## src/rtl/uart_tx_fifo_if.sv

```systemverilog
// ---------------------------------------------------------------------------
// uart_tx_fifo_if
//
// Purpose:
//   Groups the CPU-side write path and the TX status/serial outputs of the
//   buffered UART transmitter into one bundle. The bus wrapper (or a
//   testbench) connects through the master modport. The transmitter itself
//   uses the slave modport.
//
// Parameters:
//   PAYLOAD_BITS  data bits per frame (width of tx_data)
//   FIFO_DEPTH    queue entries (sets the width of tx_count)
//
// Signals:
//   tx_data   master->slave  byte to enqueue
//   tx_en     master->slave  write strobe, one enqueue per high clock edge
//   ovf_clr   master->slave  clears the sticky overflow flag
//   uart_txd  slave->master  serial line, idle high
//   tx_busy   slave->master  FIFO non-empty or frame in progress
//   tx_full   slave->master  FIFO holds FIFO_DEPTH entries
//   tx_empty  slave->master  FIFO holds no entries
//   tx_count  slave->master  FIFO occupancy
//   tx_ovf    slave->master  sticky: a write was dropped while full
// ---------------------------------------------------------------------------
interface uart_tx_fifo_if #(
    parameter int PAYLOAD_BITS = 8,
    parameter int FIFO_DEPTH   = 4
);
    logic [PAYLOAD_BITS-1:0]          tx_data;
    logic                             tx_en;
    logic                             ovf_clr;
    logic                             uart_txd;
    logic                             tx_busy;
    logic                             tx_full;
    logic                             tx_empty;
    logic [$clog2(FIFO_DEPTH+1)-1:0]  tx_count;
    logic                             tx_ovf;

    modport master (
        output tx_data,
        output tx_en,
        output ovf_clr,
        input  uart_txd,
        input  tx_busy,
        input  tx_full,
        input  tx_empty,
        input  tx_count,
        input  tx_ovf
    );

    modport slave (
        input  tx_data,
        input  tx_en,
        input  ovf_clr,
        output uart_txd,
        output tx_busy,
        output tx_full,
        output tx_empty,
        output tx_count,
        output tx_ovf
    );
endinterface

```

## src/rtl/uart_tx_fifo.sv

```systemverilog
// ---------------------------------------------------------------------------
// uart_tx_fifo
//
// Purpose:
//   Buffered UART transmitter. Bytes written through the bus strobe are
//   queued in a small circular FIFO and serialized LSB first onto uart_txd
//   as 8N1 frames. When a stop bit ends and another byte is waiting, the
//   next start bit follows immediately with no idle gap.
//
// Optional feature:
//   Define UART_TX_PARITY_EN to add an even-parity bit after the data bits
//   (8E1). When the macro is undefined, the PARITY state and its logic are
//   not built and the frame is 8N1.
//
// Parameters:
//   CLK_HZ        system clock frequency
//   BIT_RATE      line bit rate; CPB = CLK_HZ / BIT_RATE, must be >= 2
//   PAYLOAD_BITS  data bits per frame
//   FIFO_DEPTH    queue entries, power of two, >= 2
//
// Ports:
//   clk     system clock
//   resetn  synchronous, active-low reset
//   bus     uart_tx_fifo_if slave: tx_data/tx_en/ovf_clr in;
//           uart_txd/tx_busy/tx_full/tx_empty/tx_count/tx_ovf out
//
// Every output comes straight from a register or from logic on registers
// only, so there is no combinational path from the inputs to the outputs.
// ---------------------------------------------------------------------------
module uart_tx_fifo #(
    parameter int CLK_HZ       = 1_000_000,
    parameter int BIT_RATE     = 115200,
    parameter int PAYLOAD_BITS = 8,
    parameter int FIFO_DEPTH   = 4
) (
    input  logic          clk,
    input  logic          resetn,
    uart_tx_fifo_if.slave bus
);

    localparam int CPB    = CLK_HZ / BIT_RATE;
    localparam int CNT_W  = (CPB > 2) ? $clog2(CPB) : 1;
    localparam int IDX_W  = (PAYLOAD_BITS > 1) ? $clog2(PAYLOAD_BITS) : 1;
    localparam int PTR_W  = $clog2(FIFO_DEPTH);
    localparam int OCC_W  = $clog2(FIFO_DEPTH + 1);

    localparam logic [CNT_W-1:0] CPB_M1    = CNT_W'(CPB - 1);
    localparam logic [IDX_W-1:0] LAST_IDX  = IDX_W'(PAYLOAD_BITS - 1);
    localparam logic [OCC_W-1:0] FULL_CNT  = OCC_W'(FIFO_DEPTH);

`ifdef UART_TX_PARITY_EN
    typedef enum logic [2:0] {
        IDLE,
        START,
        DATA,
        PARITY,
        STOP
    } state_t;
`else
    typedef enum logic [2:0] {
        IDLE,
        START,
        DATA,
        STOP
    } state_t;
`endif

    // FIFO storage and bookkeeping
    logic [PAYLOAD_BITS-1:0] mem_q [FIFO_DEPTH];
    logic [PTR_W-1:0]        wr_ptr_q, wr_ptr_d;
    logic [PTR_W-1:0]        rd_ptr_q, rd_ptr_d;
    logic [OCC_W-1:0]        count_q,  count_d;
    logic                    ovf_q,    ovf_d;

    // Serializer state
    state_t                  state_q,  state_d;
    logic [CNT_W-1:0]        cnt_q,    cnt_d;
    logic [IDX_W-1:0]        idx_q,    idx_d;
    logic [PAYLOAD_BITS-1:0] shift_q,  shift_d;
    logic                    txd_q,    txd_d;
`ifdef UART_TX_PARITY_EN
    logic                    par_q,    par_d;
`endif

    logic                    fifo_full;
    logic                    fifo_empty;
    logic                    push;
    logic                    pop;
    logic [PAYLOAD_BITS-1:0] head;

    assign fifo_full  = (count_q == FULL_CNT);
    assign fifo_empty = (count_q == '0);
    assign head       = mem_q[rd_ptr_q];

    // The full check uses the pre-edge occupancy, so a write arriving while
    // full is dropped even if the serializer pops on the same edge.
    assign push       = bus.tx_en & ~fifo_full;

    // FIFO next-state: pointer advance, occupancy and the sticky overflow.
    // Pointers wrap for free because FIFO_DEPTH is a power of two. For the
    // overflow flag the set test comes after the clear so set wins.
    always_comb begin
        wr_ptr_d = wr_ptr_q;
        rd_ptr_d = rd_ptr_q;
        count_d  = count_q;
        ovf_d    = ovf_q;

        if (push) begin
            wr_ptr_d = wr_ptr_q + PTR_W'(1);
        end
        if (pop) begin
            rd_ptr_d = rd_ptr_q + PTR_W'(1);
        end

        case ({push, pop})
            2'b10:   count_d = count_q + OCC_W'(1);
            2'b01:   count_d = count_q - OCC_W'(1);
            default: count_d = count_q;
        endcase

        if (bus.ovf_clr) begin
            ovf_d = 1'b0;
        end
        if (bus.tx_en && fifo_full) begin
            ovf_d = 1'b1;
        end
    end

    // Serializer next-state and line output. The bit counter is loaded
    // with CPB-1 on entry to each bit and the bit ends when it reaches
    // zero, so every bit lasts exactly CPB cycles. A pop loads the head
    // into the shift register and drives the start bit on the same edge.
    // That edge is either the first edge in IDLE with data waiting or the
    // last edge of STOP, which is what removes the gap between frames.
    always_comb begin
        state_d = state_q;
        cnt_d   = cnt_q;
        idx_d   = idx_q;
        shift_d = shift_q;
        txd_d   = txd_q;
`ifdef UART_TX_PARITY_EN
        par_d   = par_q;
`endif
        pop     = 1'b0;

        case (state_q)
            IDLE: begin
                txd_d = 1'b1;
                if (!fifo_empty) begin
                    pop     = 1'b1;
                    shift_d = head;
`ifdef UART_TX_PARITY_EN
                    par_d   = ^head;
`endif
                    txd_d   = 1'b0;
                    cnt_d   = CPB_M1;
                    state_d = START;
                end
            end

            START: begin
                if (cnt_q == '0) begin
                    txd_d   = shift_q[0];
                    cnt_d   = CPB_M1;
                    idx_d   = '0;
                    state_d = DATA;
                end else begin
                    cnt_d = cnt_q - CNT_W'(1);
                end
            end

            DATA: begin
                if (cnt_q == '0) begin
                    cnt_d = CPB_M1;
                    if (idx_q == LAST_IDX) begin
`ifdef UART_TX_PARITY_EN
                        txd_d   = par_q;
                        state_d = PARITY;
`else
                        txd_d   = 1'b1;
                        state_d = STOP;
`endif
                    end else begin
                        shift_d = shift_q >> 1;
                        txd_d   = shift_d[0];
                        idx_d   = idx_q + IDX_W'(1);
                    end
                end else begin
                    cnt_d = cnt_q - CNT_W'(1);
                end
            end

`ifdef UART_TX_PARITY_EN
            PARITY: begin
                if (cnt_q == '0) begin
                    txd_d   = 1'b1;
                    cnt_d   = CPB_M1;
                    state_d = STOP;
                end else begin
                    cnt_d = cnt_q - CNT_W'(1);
                end
            end
`endif

            STOP: begin
                if (cnt_q == '0) begin
                    if (!fifo_empty) begin
                        pop     = 1'b1;
                        shift_d = head;
`ifdef UART_TX_PARITY_EN
                        par_d   = ^head;
`endif
                        txd_d   = 1'b0;
                        cnt_d   = CPB_M1;
                        state_d = START;
                    end else begin
                        txd_d   = 1'b1;
                        state_d = IDLE;
                    end
                end else begin
                    cnt_d = cnt_q - CNT_W'(1);
                end
            end

            default: begin
                txd_d   = 1'b1;
                state_d = IDLE;
            end
        endcase
    end

    // Control and status registers. Reset abandons any partial frame,
    // empties the FIFO, clears the overflow flag and returns the line high.
    always_ff @(posedge clk) begin
        if (!resetn) begin
            wr_ptr_q <= '0;
            rd_ptr_q <= '0;
            count_q  <= '0;
            ovf_q    <= 1'b0;
            state_q  <= IDLE;
            cnt_q    <= '0;
            idx_q    <= '0;
            shift_q  <= '0;
            txd_q    <= 1'b1;
`ifdef UART_TX_PARITY_EN
            par_q    <= 1'b0;
`endif
        end else begin
            wr_ptr_q <= wr_ptr_d;
            rd_ptr_q <= rd_ptr_d;
            count_q  <= count_d;
            ovf_q    <= ovf_d;
            state_q  <= state_d;
            cnt_q    <= cnt_d;
            idx_q    <= idx_d;
            shift_q  <= shift_d;
            txd_q    <= txd_d;
`ifdef UART_TX_PARITY_EN
            par_q    <= par_d;
`endif
        end
    end

    // FIFO storage has no reset; entries are only read once counted valid.
    always_ff @(posedge clk) begin
        if (push) begin
            mem_q[wr_ptr_q] <= bus.tx_data;
        end
    end

    assign bus.uart_txd = txd_q;
    assign bus.tx_busy  = (state_q != IDLE) | ~fifo_empty;
    assign bus.tx_full  = fifo_full;
    assign bus.tx_empty = fifo_empty;
    assign bus.tx_count = count_q;
    assign bus.tx_ovf   = ovf_q;

endmodule

```

## src/flat_wrapper.sv

```systemverilog
// flat-port wrapper written by rule: the top's interface ports become plain ports
module uart_tx_fifo_flat 
#(
    parameter int CLK_HZ       = 1_000_000,
    parameter int BIT_RATE     = 115200,
    parameter int PAYLOAD_BITS = 8,
    parameter int FIFO_DEPTH   = 4
)
  (clk, resetn, bus_tx_data, bus_tx_en, bus_ovf_clr, bus_uart_txd, bus_tx_busy, bus_tx_full, bus_tx_empty, bus_tx_count, bus_tx_ovf);
  uart_tx_fifo_if #(.PAYLOAD_BITS(PAYLOAD_BITS), .FIFO_DEPTH(FIFO_DEPTH)) bus_i ();
  input  logic clk;
  input  logic resetn;
  input wire logic [$bits(bus_i.tx_data)-1:0] bus_tx_data;
  input wire logic [$bits(bus_i.tx_en)-1:0] bus_tx_en;
  input wire logic [$bits(bus_i.ovf_clr)-1:0] bus_ovf_clr;
  output wire logic [$bits(bus_i.uart_txd)-1:0] bus_uart_txd;
  output wire logic [$bits(bus_i.tx_busy)-1:0] bus_tx_busy;
  output wire logic [$bits(bus_i.tx_full)-1:0] bus_tx_full;
  output wire logic [$bits(bus_i.tx_empty)-1:0] bus_tx_empty;
  output wire logic [$bits(bus_i.tx_count)-1:0] bus_tx_count;
  output wire logic [$bits(bus_i.tx_ovf)-1:0] bus_tx_ovf;
  assign bus_i.tx_data = bus_tx_data;
  assign bus_i.tx_en = bus_tx_en;
  assign bus_i.ovf_clr = bus_ovf_clr;
  assign bus_uart_txd = bus_i.uart_txd;
  assign bus_tx_busy = bus_i.tx_busy;
  assign bus_tx_full = bus_i.tx_full;
  assign bus_tx_empty = bus_i.tx_empty;
  assign bus_tx_count = bus_i.tx_count;
  assign bus_tx_ovf = bus_i.tx_ovf;
  uart_tx_fifo #(.CLK_HZ(CLK_HZ), .BIT_RATE(BIT_RATE), .PAYLOAD_BITS(PAYLOAD_BITS), .FIFO_DEPTH(FIFO_DEPTH)) u_core (.clk(clk), .resetn(resetn), .bus(bus_i));
endmodule
```

## config.mk

```make
export PLATFORM = sky130hd
export DESIGN_NAME = uart_tx_fifo_flat
export DESIGN_NICKNAME = d
export VERILOG_FILES = /design/src/rtl/uart_tx_fifo_if.sv /design/src/rtl/uart_tx_fifo.sv /design/src/flat_wrapper.sv
export SDC_FILE = /design/constraint.sdc
export NUM_CORES = 1
export LEC_CHECK = 0
export ABC_AREA = 1
export BUFFER_PORTS_ARGS = -buffer_cell sky130_fd_sc_hd__buf_2
export CAP_MARGIN = 20
export CORE_ASPECT_RATIO = 0.8
export CORE_MARGIN = 10
export CORE_UTILIZATION = 45
export CTS_CLUSTER_DIAMETER = 120
export DETAILED_ROUTE_END_ITERATION = 10
export PLACE_DENSITY = 0.63
export SLEW_MARGIN = 10
export SYNTH_ARGS = -nofsm -noshare
export SYNTH_HDL_FRONTEND = slang
export SYNTH_SLANG_ARGS = --single-unit
```

## constraint.sdc

```tcl
create_clock -name clk -period 2.4 [get_ports clk]
set_input_delay 0.24 -clock clk [delete_from_list [all_inputs] [get_ports clk]]
set_output_delay 0.24 -clock clk [all_outputs]
set_load 0.03 [all_outputs]
```

======== After elaboration in Yosys (flattened, before gate mapping) ========
Memory sizes are Yosys's and may differ from the RTL's. A register that Yosys moved wholly into a read port is not among the register bits.
Index checks and enable logic that the tools add are counted.
storage, ports and cells
  input bits .............................. 12
  logic and storage cells ................. 84
  memories kept ........................... 1
  output and inout bits ................... 8
  RAM bits ................................ 32
  bits in registers ....................... 26
memories
  memory        depth  width  read ports  clocked after Yosys merged registers in  wr ports  line                source
  u_core.mem_q  4      8      1           1                                        1         uart_tx_fifo.sv:69  logic [PAYLOAD_BITS-1:0] mem_q [FIFO_DEPTH];
cells by class
  add/sub/neg operators ................... 6
  reduce and logical (&&, ||, !) cells .... 15
  multiplexer cells ....................... 36
  bitwise logic cells ..................... 4
  eq/ne operators ......................... 13
operator list
  operator                                               number
  two-way mux 3 bit                                      11
  two-way mux 8 bit                                      4
  one-hot mux 8 bit (3 select lines)                     1
  two-way mux 1 bit                                      12
  one-hot mux 3 bit (2 select lines)                     2
  one-hot mux 3 bit (4 select lines)                     1
  zero test 3 bit                                        3
  one-hot mux 3 bit (3 select lines)                     1
  nonzero test 3 bit                                     3
  inequality test 2 x 1 -> 1 bit, second input constant  4
  AND reduction 4 bit                                    2
  adder 3 x 1 -> 3 bit, second input constant            2
  == test 3 x 2 -> 1 bit, second input constant          2
  == test 3 bit, second input constant                   2
  nonzero test 2 bit                                     3
  subtractor 3 x 1 -> 3 bit, second input constant       2
  AND reduction 5 bit                                    1
  adder 2 x 1 -> 2 bit, second input constant            2
  two-way mux 2 bit                                      2
  inequality test 2 bit, second input constant           2
  one-hot mux 1 bit (4 select lines)                     1
  == test 3 x 1 -> 1 bit, second input constant          1
  AND reduction 3 bit                                    1
  == test 2 x 1 -> 1 bit, second input constant          1
  7 further kinds                                        8

======== Longest topological paths before layout ========
Gate-level depths: netlist (run 1).
  depth in word-level cells ............... 6
  depth in mapped cells ................... 15
  mapped depth without buffers ............ 15

======== Worst setup path before layout (run 1) ========
OpenSTA, ideal clock, no wires.
  path type ............................... register to register
  start ................................... reg u_core.state_q[0]
  end ..................................... reg u_core.count_q[2], in the netlist u_core.bus.tx_count[2]
  buffers on the path ..................... 0
  slack ................................... 0.269 ns
  data required time ...................... 2.287 ns
  library setup time ...................... 0.113 ns
  cell stages (with the launch flop) ...... 15
  arrival ................................. 2.018 ns
  clock period less this slack ............ 2.131 ns
  path through ............................ dfxtp_1 -> inv_1 -> ha_1 -> inv_1 -> nand2_2 -> inv_1 -> nand2_2 -> inv_2 -> ha_1 -> inv_1 -> fa_1 -> a21oi_1 -> o21ai_0 -> nor2_1 -> nor2_1
between the ends
  cells in the longest elaborated chain, start to end .. 4
  elaborated cells on any way between the ends .. 7
  classes of those cells .................. eq/ne (3); mux (2); reduce/logical (2)
RTL lines
  element                                                                   line                 source
  start, declared                                                           uart_tx_fifo.sv:76   state_t state_q, state_d;
  start signal, assigned                                                    uart_tx_fifo.sv:253  state_q <= state_d;
  == test 3 x 2 -> 1 bit or zero test 3 bit (tied branches)                 uart_tx_fifo.sv:146  case (state_q)
  one-hot mux 1 bit (2 select lines) (*)                                    uart_tx_fifo.sv:146
  net u_core.pop                                                            uart_tx_fifo.sv:88   logic pop;
  == test 2 x 1 -> 1 bit or == test 2 bit (tied branches)                   uart_tx_fifo.sv:115  case ({push, pop})
  one-hot mux 3 bit (2 select lines) or nonzero test 2 bit (tied branches)  -
  end signal, assigned                                                      uart_tx_fifo.sv:251  count_q <= count_d;
  end, declared                                                             uart_tx_fifo.sv:72   logic [OCC_W-1:0] count_q, count_d;
Mark *: on every way through the listed nets, which the timed path passes. The rest lies on a longest branch.
A chain may end at the register's enable or synchronous reset.

======== Worst setup path after layout (run 1) ========
Same ends and word-level chain as after synthesis.

==> results of run 1 <==
## cell families after synthesis
family	after synthesis	synth area share
fa+ha+maj	15	0.0674
compound gates	32	0.0566
flops	59	0.519
xor+xnor	1	0.00303
simple gates	173	0.274
buf+inv	51	0.0800
## critical path: stages, from the launching register on
cell and delay (ns):
dfxtp_2 0.35, inv_2 0.07, ha_4 0.25, inv_1 0.08
nand2_2 0.08, inv_1 0.10, nand2_2 0.07, inv_2 0.07
ha_1 0.13, inv_1 0.06, fa_1 0.38, a21oi_1 0.15
o21ai_1 0.10, nand2_1 0.07, nand2_1 0.05, nor2_1 0.10
## cell usage after synthesis (all sizes together) (8+ instances only)
library cell	instances	area share
inv	43	0.057
edfxtp	32	0.33
o21ai	10	0.019
buf	8	0.023
nor2	48	0.075
nand3	25	0.045
nand2	98	0.15
ha	14	0.061
dfxtp	27	0.19
a21oi	22	0.038
## repair_timing
item,CTS,global route
gates resized for setup,0,7
endpoints found under the setup margin,0,2
hold buffers,0,0
buffers inserted,0,0
## flip-flops by register name (all words and copies together) (netlist names), 2 cells and up, named ones only
name / count
u_core.shift_q: 8
u_core.idx_q: 3
u_core.state_q: 2
u_core.mem_q: 32
u_core.cnt_q: 3
u_core.rd_ptr_q: 2
u_core.bus.tx_count: 3
u_core.wr_ptr_q: 2
## routing by layer
metal	GRT usage	vias up	share of wire
met5	0	-	0
met4	0.0617	0	0.0055
met3	0.0343	2	0.036
met2	0.178	26	0.46
li1	-	1109	-
met1	0.148	896	0.50
## placed cells by master, fill, tap and decap left out
cell type | synthesis | final
a21oi_1 | 22 | 22
buf_2 | 3 | 19
buf_4 | 1 | 6
bufinv_16 | 0 | 2
clkbuf_8 | 0 | 9
clkinv_2 | 0 | 1
clkinv_4 | 0 | 1
clkinvlp_4 | 0 | 1
dfxtp_1 | 27 | 25
dfxtp_2 | 0 | 2
edfxtp_1 | 32 | 32
fa_1 | 1 | 1
ha_1 | 14 | 12
ha_2 | 0 | 1
ha_4 | 0 | 1
inv_1 | 38 | 36
inv_2 | 4 | 6
inv_4 | 1 | 1
inv_6 | 0 | 2
nand2_1 | 87 | 87
nand2_2 | 5 | 5
nand2_4 | 5 | 5
nand2_8 | 1 | 1
nand3_1 | 24 | 24
nand3_2 | 1 | 1
nand4_1 | 1 | 1
nor2_1 | 43 | 43
nor2_2 | 2 | 2
nor2_4 | 2 | 2
nor2_8 | 1 | 1
o21ai_0 | 9 | 8
o21ai_1 | 0 | 1
o21ai_2 | 1 | 1
or2_1 | 1 | 1
xor2_1 | 1 | 1
## power groups by stage
| stage | registers, W | logic (W) | clock network [W] |
|---|---|---|---|
| global route | 0.00142 | 0.00220 | 0.00107 |
| finish | 0.00139 | 0.00192 | 0.00101 |
| floorplan | 0.00144 | 0.00150 | 0 |
| global placement | 0.00140 | 0.00189 | 0 |
| CTS | 0.00139 | 0.00191 | 0.00104 |
| detailed placement | 0.00141 | 0.00190 | 0 |
## final timing paths
path              depth (start not counted)  slack (ns)                                  end                           start
setup / recovery                         15        0.23  u_core.bus.tx_count[2]$_SDFFE_PN0P_  u_core.state_q[0]$_SDFFE_PN0P_
hold / removal                            1        0.12         u_core.mem_q[1][2]$_DFFE_PP_                  bus_tx_data[2]
setup reg to reg                         15        0.23  u_core.bus.tx_count[2]$_SDFFE_PN0P_  u_core.state_q[0]$_SDFFE_PN0P_
hold reg to reg                           1        0.47         u_core.idx_q[0]$_SDFFE_PN0P_    u_core.idx_q[0]$_SDFFE_PN0P_
## metrics by stage
step                       util  cell area (sq um)  total power [W]  worst slack (ns)  cells
after floorplan               -               2890          0.00294             0.269    331
after global placement    0.487               3070          0.00329             0.161    432
after detailed placement  0.487               3070          0.00331             0.108    432
after CTS                 0.522               3290          0.00434            0.0565    448
after global routing      0.525               3310          0.00469           0.00957    448
final                     0.525               3310          0.00432             0.232    448
## final cells by class
| class | instances | area, sq um | share of cell area |
|---|---|---|---|
| tap | 84 | 105 | 0.0317 |
| sequential | 59 | 1500 | 0.454 |
| clock buffer | 9 | 124 | 0.0374 |
| multi-input combinational | 221 | 1180 | 0.355 |
| inverter | 43 | 164 | 0.0495 |
| timing repair buffer | 25 | 140 | 0.0423 |
| clock inverter | 7 | 98.8 | 0.0298 |
==> reports/metrics.cfg, run 1 <==
[yosys]
synth-seq-cells=59
syn-num-nets=358
synth_edf_count=32
syn-cell-area_sq_um=2890
synthCells=331
synth_area_per_cell_sq_um=8.74
ys_seq_area_frac=0.519
synthFlopType=edfxtp_1
synthArstFlopShare=0
synth_warnings=0
synth_cell_types=26

[clock_tree]
clkLatencyLatePin_ns=0.34
clkSlewWorstSetupHoldPaths_ns=0.07
htree_levels=3
cts_tree=yes
cts_buffers=9
cts_root_buffer=clkbuf_8
cts.sinks=59
cts.path.max_buffers=2

[power_and_ir_drop]
seqPwrFrac=0.322
switchingPower_w=0.00181
swShare=0.419
clock_power_share=0.233
leakagePower_nw=1.51
intPower_w=0.00251
peakVddDrop_mv=0.561
combPwrFrac=0.444
powerDensity_nw_per_um2=1300

[outcome]
status=finished clean

[route]
postRouteAntennaNets=0
finalWirelength_um=5410
drc=0
wire_per_inst_um=12.1
drtPass1Iterations=4
drt_iter0_drc=97
via_per_inst=4.54
num_vias=2033

[place]
dp_hpwl_um=3810
io_buffers=19
gp_congestion=0.841

[setup_path]
cp_max_fo=4
cp-start-kind=flop
end_kind=flop
path_class=reg2reg
required_ns=2.67
crit_arrival_ns=2.44

[global_routing]
antenna_found_initial=0
grt_pass1_vias=1975
overflow=0
grt_pass1_wl_um=9350
grt_max_degree=22
track_usage=0.118

[sta]
fin_setup_tns_ns=0
finalSetupViolCount=0
tightest_slew_ns=0.397
max-slew-margin-rel=0.736
timing.hold.ws_ns=0.121
finalHoldViolations=0
max_clock_freq_ghz=0.461
slew_viol_final=0
skew_ns=0.0108
rsz0062_at_grt=no
final.period_utilization=0.903
min_period_ns=2.17

[floorplan]
ios=20
die_y_um=91.7
die_area_sq_um=10100
core_sq_um=6310
start_util=0.459
rows=26
dieWidth_um=110

[final_layout]
final_layout_size_suffix_gt1_frac=0.192
antennaDiodeCount=0
finalNetCount=386
area_delta_synth_final_pct=14.4
nFillCells=631

[job]
cap_viol_max_count=0

[hold_path]
worstHoldPathType=in2reg

(Power assumes the default switching activity.)
==> run 2: changes to the inputs <==
- CORE_ASPECT_RATIO: 0.8 -> default
==> reports/metrics.cfg, run 2 (same netlist as run 1, synthesis figures left out) <==
[job]
cap_viol_max_count=0  ; unchanged

[clock_tree]
cts_root_buffer=clkbuf_8
cts.sinks=59  ; unchanged
clkSlewWorstSetupHoldPaths_ns=0.07  ; about the same
cts_tree=yes
cts_hold_buf=0  ; unchanged
cts_buffers=9  ; unchanged
clkLatencyLatePin_ns=0.33  ; about the same
cts.path.max_buffers=2  ; unchanged
htree_levels=3  ; unchanged

[setup_path]
regToRegStartpoint=u_core.cnt_q[0]$_SDFFE_PN0P_
critPathLaunch=u_core.cnt_q[0]$_SDFFE_PN0P_
required_ns=2.67  ; about the same
cp_max_fo=4  ; unchanged
cp-start-kind=flop
reg2reg_slack_ns=0.22  ; about the same
crit_arrival_ns=2.45  ; about the same
path_class=reg2reg
crit_end=u_core.bus.tx_count[2]$_SDFFE_PN0P_
timing.rr.end=u_core.bus.tx_count[2]$_SDFFE_PN0P_
reg2reg_depth=14  ; -1
end_kind=flop

[place]
dp_hpwl_um=3800  ; -0.25%
gp_congestion=0.742  ; -12%
io_buffers=19  ; unchanged

[final_layout]
regMostFlops=u_core.mem_q
finalNetCount=386  ; unchanged
area_delta_synth_final_pct=13.6
mostFrequentLayoutCells=87 x nand2_1, 43 x nor2_1, 36 x inv_1
top_regs=u_core.mem_q: 32 flops, u_core.shift_q: 8 flops
antennaDiodeCount=0  ; unchanged
final_layout_size_suffix_gt1_frac=0.181  ; -0.0110
largest_register_ffs=32  ; unchanged
final_common_cell=nand2_1

[global_routing]
antenna_found_initial=0  ; unchanged
track_usage=0.115  ; -0.00242
overflow=0  ; unchanged
grt_max_degree=22  ; unchanged
grt_pass1_wl_um=9300  ; -0.51%
grt_pass1_vias=2035  ; +3.0%

[sta]
fin_setup_tns_ns=0  ; unchanged
final.period_utilization=0.907  ; +0.00349
finalHoldViolations=0  ; unchanged
timing.hold.ws_ns=0.125  ; +0.00373 ns
min_period_ns=2.18  ; +0.00838 ns
max-slew-margin-rel=0.739  ; +0.00387
max_clock_freq_ghz=0.460  ; -0.39%
tightest_slew_ns=0.391  ; -0.00580 ns
skew_ns=0.00959  ; -0.00123 ns
rsz0062_at_grt=no
finalSetupViolCount=0  ; unchanged
slew_viol_final=0  ; unchanged

[route]
drt_iter0_drc=120  ; +24%
postRouteAntennaNets=0  ; unchanged
via_per_inst=4.72  ; +4.0%
wire_per_inst_um=12.4  ; +2.6%
num_vias=2081  ; +2.4%
finalWirelength_um=5470  ; +1.0%
drc=0  ; unchanged
drtPass1Iterations=4  ; unchanged

[power_and_ir_drop]
powerDensity_nw_per_um2=1300  ; +0.14%
seqPwrFrac=0.323  ; about the same
clock_power_share=0.225  ; -0.008
swShare=0.417  ; -0.00168
peakVddDrop_mv=0.729  ; +30%
combPwrFrac=0.452  ; +0.008
intPower_w=0.00250  ; -0.33%
leakagePower_nw=1.50  ; -0.60%
switchingPower_w=0.00179  ; -1.0%

[floorplan]
start_util=0.458  ; about the same
dieWidth_um=100  ; -8.6%
die_y_um=100  ; +9.2%
core_sq_um=6310  ; about the same
ios=20  ; unchanged
rows=29  ; +12%
die_area_sq_um=10000  ; -0.20%

[outcome]
status=finished clean

[hold_path]
worstHoldPathType=in2reg
min-delay-start=bus_tx_data[7]

==> run 2: cell count changes in the layout (fill, tap and decap cells not counted) <==
cell      delta
clkbuf_1     +1
clkinv_1     +2
clkinv_4     -1
dfxtp_1      +1
dfxtp_2      -1
inv_6        -2
o21ai_0      +1
o21ai_1      -1
==> run 2: per-stage QoR <==
step	instance area [sq um]	power, W	setup slack, ns	util	std cells
final	3290	0.00429	0.224	0.521	441
after global routing	3290	0.00466	0.0239	0.521	441
after CTS	3270	0.00429	0.0840	0.518	441
after detailed placement	3060	0.00332	0.122	0.485	425
after global placement	3060	0.00330	0.173	0.485	425
after floorplan	2890	0.00294	0.269	-	331
==> run 2: metal layers <==
metal,track usage,routed length [um]
met1,0.137,2660
met2,0.188,2550
met3,0.0330,185
met4,0.0522,78
met5,0,0
==> run 2: layout make-up <==
type | instances | area, sq um
Clock buffer | 10 | 128
Clock inverter | 6 | 80.1
Fill cell | 609 | 3030
Inverter | 43 | 164
Multi-Input combinational cell | 221 | 1180
Sequential cell | 59 | 1500
Tap cell | 77 | 96.3
Timing Repair Buffer | 25 | 140
==> run 2: what timing repair did <==
item | 4_1_cts | 5_1_grt
resized for setup | 0 | 5
buffers inserted | 0 | 0
setup endpoints to repair | 0 | 1
==> run 2: worst max-delay path, stage by stage, from the launching register on <==
cell	delay [ns]
dfxtp_1	0.30
inv_1	0.10
ha_2	0.23
nand2_2	0.10
o21ai_2	0.19
nand2_2	0.09
inv_2	0.06
ha_1	0.14
inv_1	0.06
fa_1	0.37
a21oi_1	0.15
o21ai_0	0.12
nand2_1	0.08
nand2_1	0.05
nor2_1	0.08
==> run 2: worst min-delay path by stage <==
stage	end	slack (ns)	cells after the start
after global placement	u_core.idx_q[0]$_SDFFE_PN0P_	0.44	1
after CTS	u_core.mem_q[0][7]$_DFFE_PP_	0.11	1
final	u_core.mem_q[0][7]$_DFFE_PP_	0.13	1
after global routing	u_core.mem_q[0][7]$_DFFE_PP_	0.11	1
after detailed placement	u_core.idx_q[0]$_SDFFE_PN0P_	0.45	1
after floorplan	u_core.mem_q[0][0]$_DFFE_PP_	0.34	0
==> run 2: power by group through the flow <==
stage	combinational (W)	sequential, W	clock, W
after floorplan	0.00150	0.00144	0
after global placement	0.00189	0.00140	0
after detailed placement	0.00191	0.00141	0
after CTS	0.00192	0.00139	0.000983
after global routing	0.00223	0.00141	0.00102
final	0.00194	0.00139	0.000964
==> run 3: changes to the inputs <==
- CELL_PAD_IN_SITES_DETAIL_PLACEMENT: default -> 1
- CELL_PAD_IN_SITES_GLOBAL_PLACEMENT: default -> 1
- PLACE_DENSITY: 0.63 -> 0.79
- SLEW_MARGIN: 10 -> 20
- clock period: 2.4 -> 2.5 ns (I/O delays scaled with it)
==> reports/metrics.cfg, run 3 (same netlist as run 1, synthesis figures left out) <==
[route]
drt_iter0_drc=122  ; +1.7%
drc=0  ; unchanged
wire_per_inst_um=15.7  ; +27%
postRouteAntennaNets=0  ; unchanged
num_vias=2175  ; +4.5%
drtPass1Iterations=4  ; unchanged
finalWirelength_um=6890  ; +26%
via_per_inst=4.95  ; +5.0%

[final_layout]
fin_area_sq_um=3270  ; -0.53%
fin_util=0.518  ; -0.00277
mostFrequentLayoutCells=87 x nand2_1, 43 x nor2_1, 38 x inv_1
area_delta_synth_final_pct=13.0
final_cells=439  ; -0.45%
final_layout_size_suffix_gt1_frac=0.169  ; -0.0128
finalNetCount=384  ; -0.52%
antennaDiodeCount=0  ; unchanged
largest_register_ffs=32  ; unchanged
multi_input_area_sq_um=1170  ; -0.21%
regMostFlops=u_core.mem_q
regArea_sq_um=1500  ; about the same
top_regs=u_core.mem_q: 32 flops, u_core.shift_q: 8 flops
final_common_cell=nand2_1
nFillCells=762  ; +25%

[sta]
max_clock_freq_ghz=0.439  ; -4.4%
final.period_utilization=0.910  ; +0.00359
timing.hold.ws_ns=0.113  ; -0.0124 ns
finalHoldViolations=0  ; unchanged
finalSetupViolCount=0  ; unchanged
tightest_slew_ns=0.643  ; +0.252 ns
max-slew-margin-rel=0.571  ; -0.168
skew_ns=0.00624  ; -0.00334 ns
slew_viol_final=0  ; unchanged
min_period_ns=2.28  ; +0.0996 ns

[floorplan]
ios=20  ; unchanged
die_y_um=100  ; unchanged
core_sq_um=6310  ; unchanged
rows=29  ; unchanged
start_util=0.458  ; unchanged
die_area_sq_um=10000  ; unchanged
dieWidth_um=100  ; unchanged

[place]
dp_cells=423  ; -0.47%
postPlaceCellArea_sq_um=3050  ; -0.49%
gp_congestion=0.769  ; +3.7%
dp_hpwl_um=4640  ; +22%
io_buffers=19  ; unchanged

[global_routing]
track_usage=0.146  ; +0.0311
antenna_found_initial=0  ; unchanged
grt_pass1_vias=2391  ; +17%
overflow=0  ; unchanged
grt_max_degree=22  ; unchanged
grt_pass1_wl_um=11500  ; +24%

[clock_tree]
clkSlewWorstSetupHoldPaths_ns=0.07  ; about the same
cts.sinks=59  ; unchanged
cts_buffers=9  ; unchanged
clkLatencyLatePin_ns=0.34  ; about the same
cts_hold_buf=0  ; unchanged
cts_root_buffer=clkbuf_8
cts.path.max_buffers=2  ; unchanged
htree_levels=3  ; unchanged
cts_tree=yes

[power_and_ir_drop]
swShare=0.432  ; +0.0148
powerDensity_nw_per_um2=1290  ; -1.4%
peakVddDrop_mv=0.539  ; -26%
combPwrFrac=0.451  ; about the same
switchingPower_w=0.00182  ; +1.6%
seqPwrFrac=0.323  ; about the same
intPower_w=0.00239  ; -4.4%
leakagePower_nw=1.49  ; -0.48%
clock_power_share=0.226  ; about the same

[setup_path]
regToRegStartpoint=u_core.state_q[0]$_SDFFE_PN0P_
cp_max_fo=4  ; unchanged
cp-start-kind=flop
critPathLaunch=u_core.state_q[0]$_SDFFE_PN0P_
path_class=reg2reg
crit_arrival_ns=2.56  ; +0.11 ns
required_ns=2.79  ; +0.12 ns
end_kind=flop

[hold_path]
worstHoldPathType=in2reg
min-delay-start=bus_tx_data[6]

[outcome]
status=finished clean

[job]
cap_viol_max_count=0  ; unchanged

==> run 3: cell count changes in the layout (fill, tap and decap cells not counted) <==
| cell | delta |
|---|---|
| clkinv_1 | -2 |
| dfxtp_2 | -1 |
| buf_4 | -2 |
| dfxtp_1 | +1 |
| o21ai_0 | -1 |
| inv_1 | +2 |
| clkinv_2 | +1 |
| ha_1 | +1 |
| o21ai_1 | +1 |
| inv_2 | -2 |
| ha_2 | -1 |
| clkbuf_1 | +1 |
==> run 3: worst paths after layout <==
| kind | to | cells after the start | slack, ns |
|---|---|---|---|
| hold / removal | u_core.mem_q[1][6]$_DFFE_PP_ | 1 | 0.11 |
| setup reg to reg | u_core.bus.tx_count[2]$_SDFFE_PN0P_ | 15 | 0.22 |
| hold reg to reg | u_core.idx_q[0]$_SDFFE_PN0P_ | 1 | 0.47 |
| setup / recovery | u_core.bus.tx_count[2]$_SDFFE_PN0P_ | 15 | 0.22 |
==> run 3: layout make-up <==
cell class,count,share of cell area
Inverter,43,0.0501
Sequential cell,59,0.459
Clock inverter,5,0.0237
Clock buffer,11,0.0402
Timing Repair Buffer,23,0.0383
Multi-Input combinational cell,221,0.359
Tap cell,77,0.0295
==> run 3: layer usage <==
layer  global-route usage  wire (um)  up-vias
met5                    0          0        -
met4               0.0565         83        0
met3               0.0405        216       10
met2                0.261       3640       29
met1                0.160       2940     1036
li1                     -          -     1100
==> run 3: critical path, stage by stage (launching register included) <==
cell	delay (ns)
dfxtp_1	0.37
inv_1	0.13
ha_4	0.27
inv_1	0.08
nand2_2	0.08
inv_1	0.10
nand2_2	0.06
inv_2	0.06
ha_1	0.14
inv_1	0.07
fa_1	0.38
a21oi_1	0.17
o21ai_1	0.11
nand2_1	0.07
nand2_1	0.05
nor2_1	0.09
==> run 3: repair_timing <==
| item | 4_1_cts | 5_1_grt |
|---|---|---|
| setup buffers | 0 | 0 |
| endpoints found under the setup margin | 0 | 1 |
| gates resized for setup | 0 | 2 |
==> run 3: power groups by stage <==
stage	Combinational, W	Clock [W]	Sequential (W)
6_report	0.00190	0.000949	0.00136
3_5_place_dp	0.00186	0	0.00138
4_1_cts	0.00189	0.000973	0.00136
3_3_place_gp	0.00179	0	0.00137
5_1_grt	0.00218	0.00102	0.00139
2_1_floorplan	0.00144	0	0.00138
==> run 3: stage by stage <==
stage	total power [W]	setup TNS (ns)	setup slack (ns)
2_1_floorplan	0.00282	0	0.369
3_3_place_gp	0.00317	0	0.280
3_5_place_dp	0.00324	0	0.169
4_1_cts	0.00423	0	0.150
5_1_grt	0.00459	-0.000295	-0.000295
6_report	0.00421	0	0.224
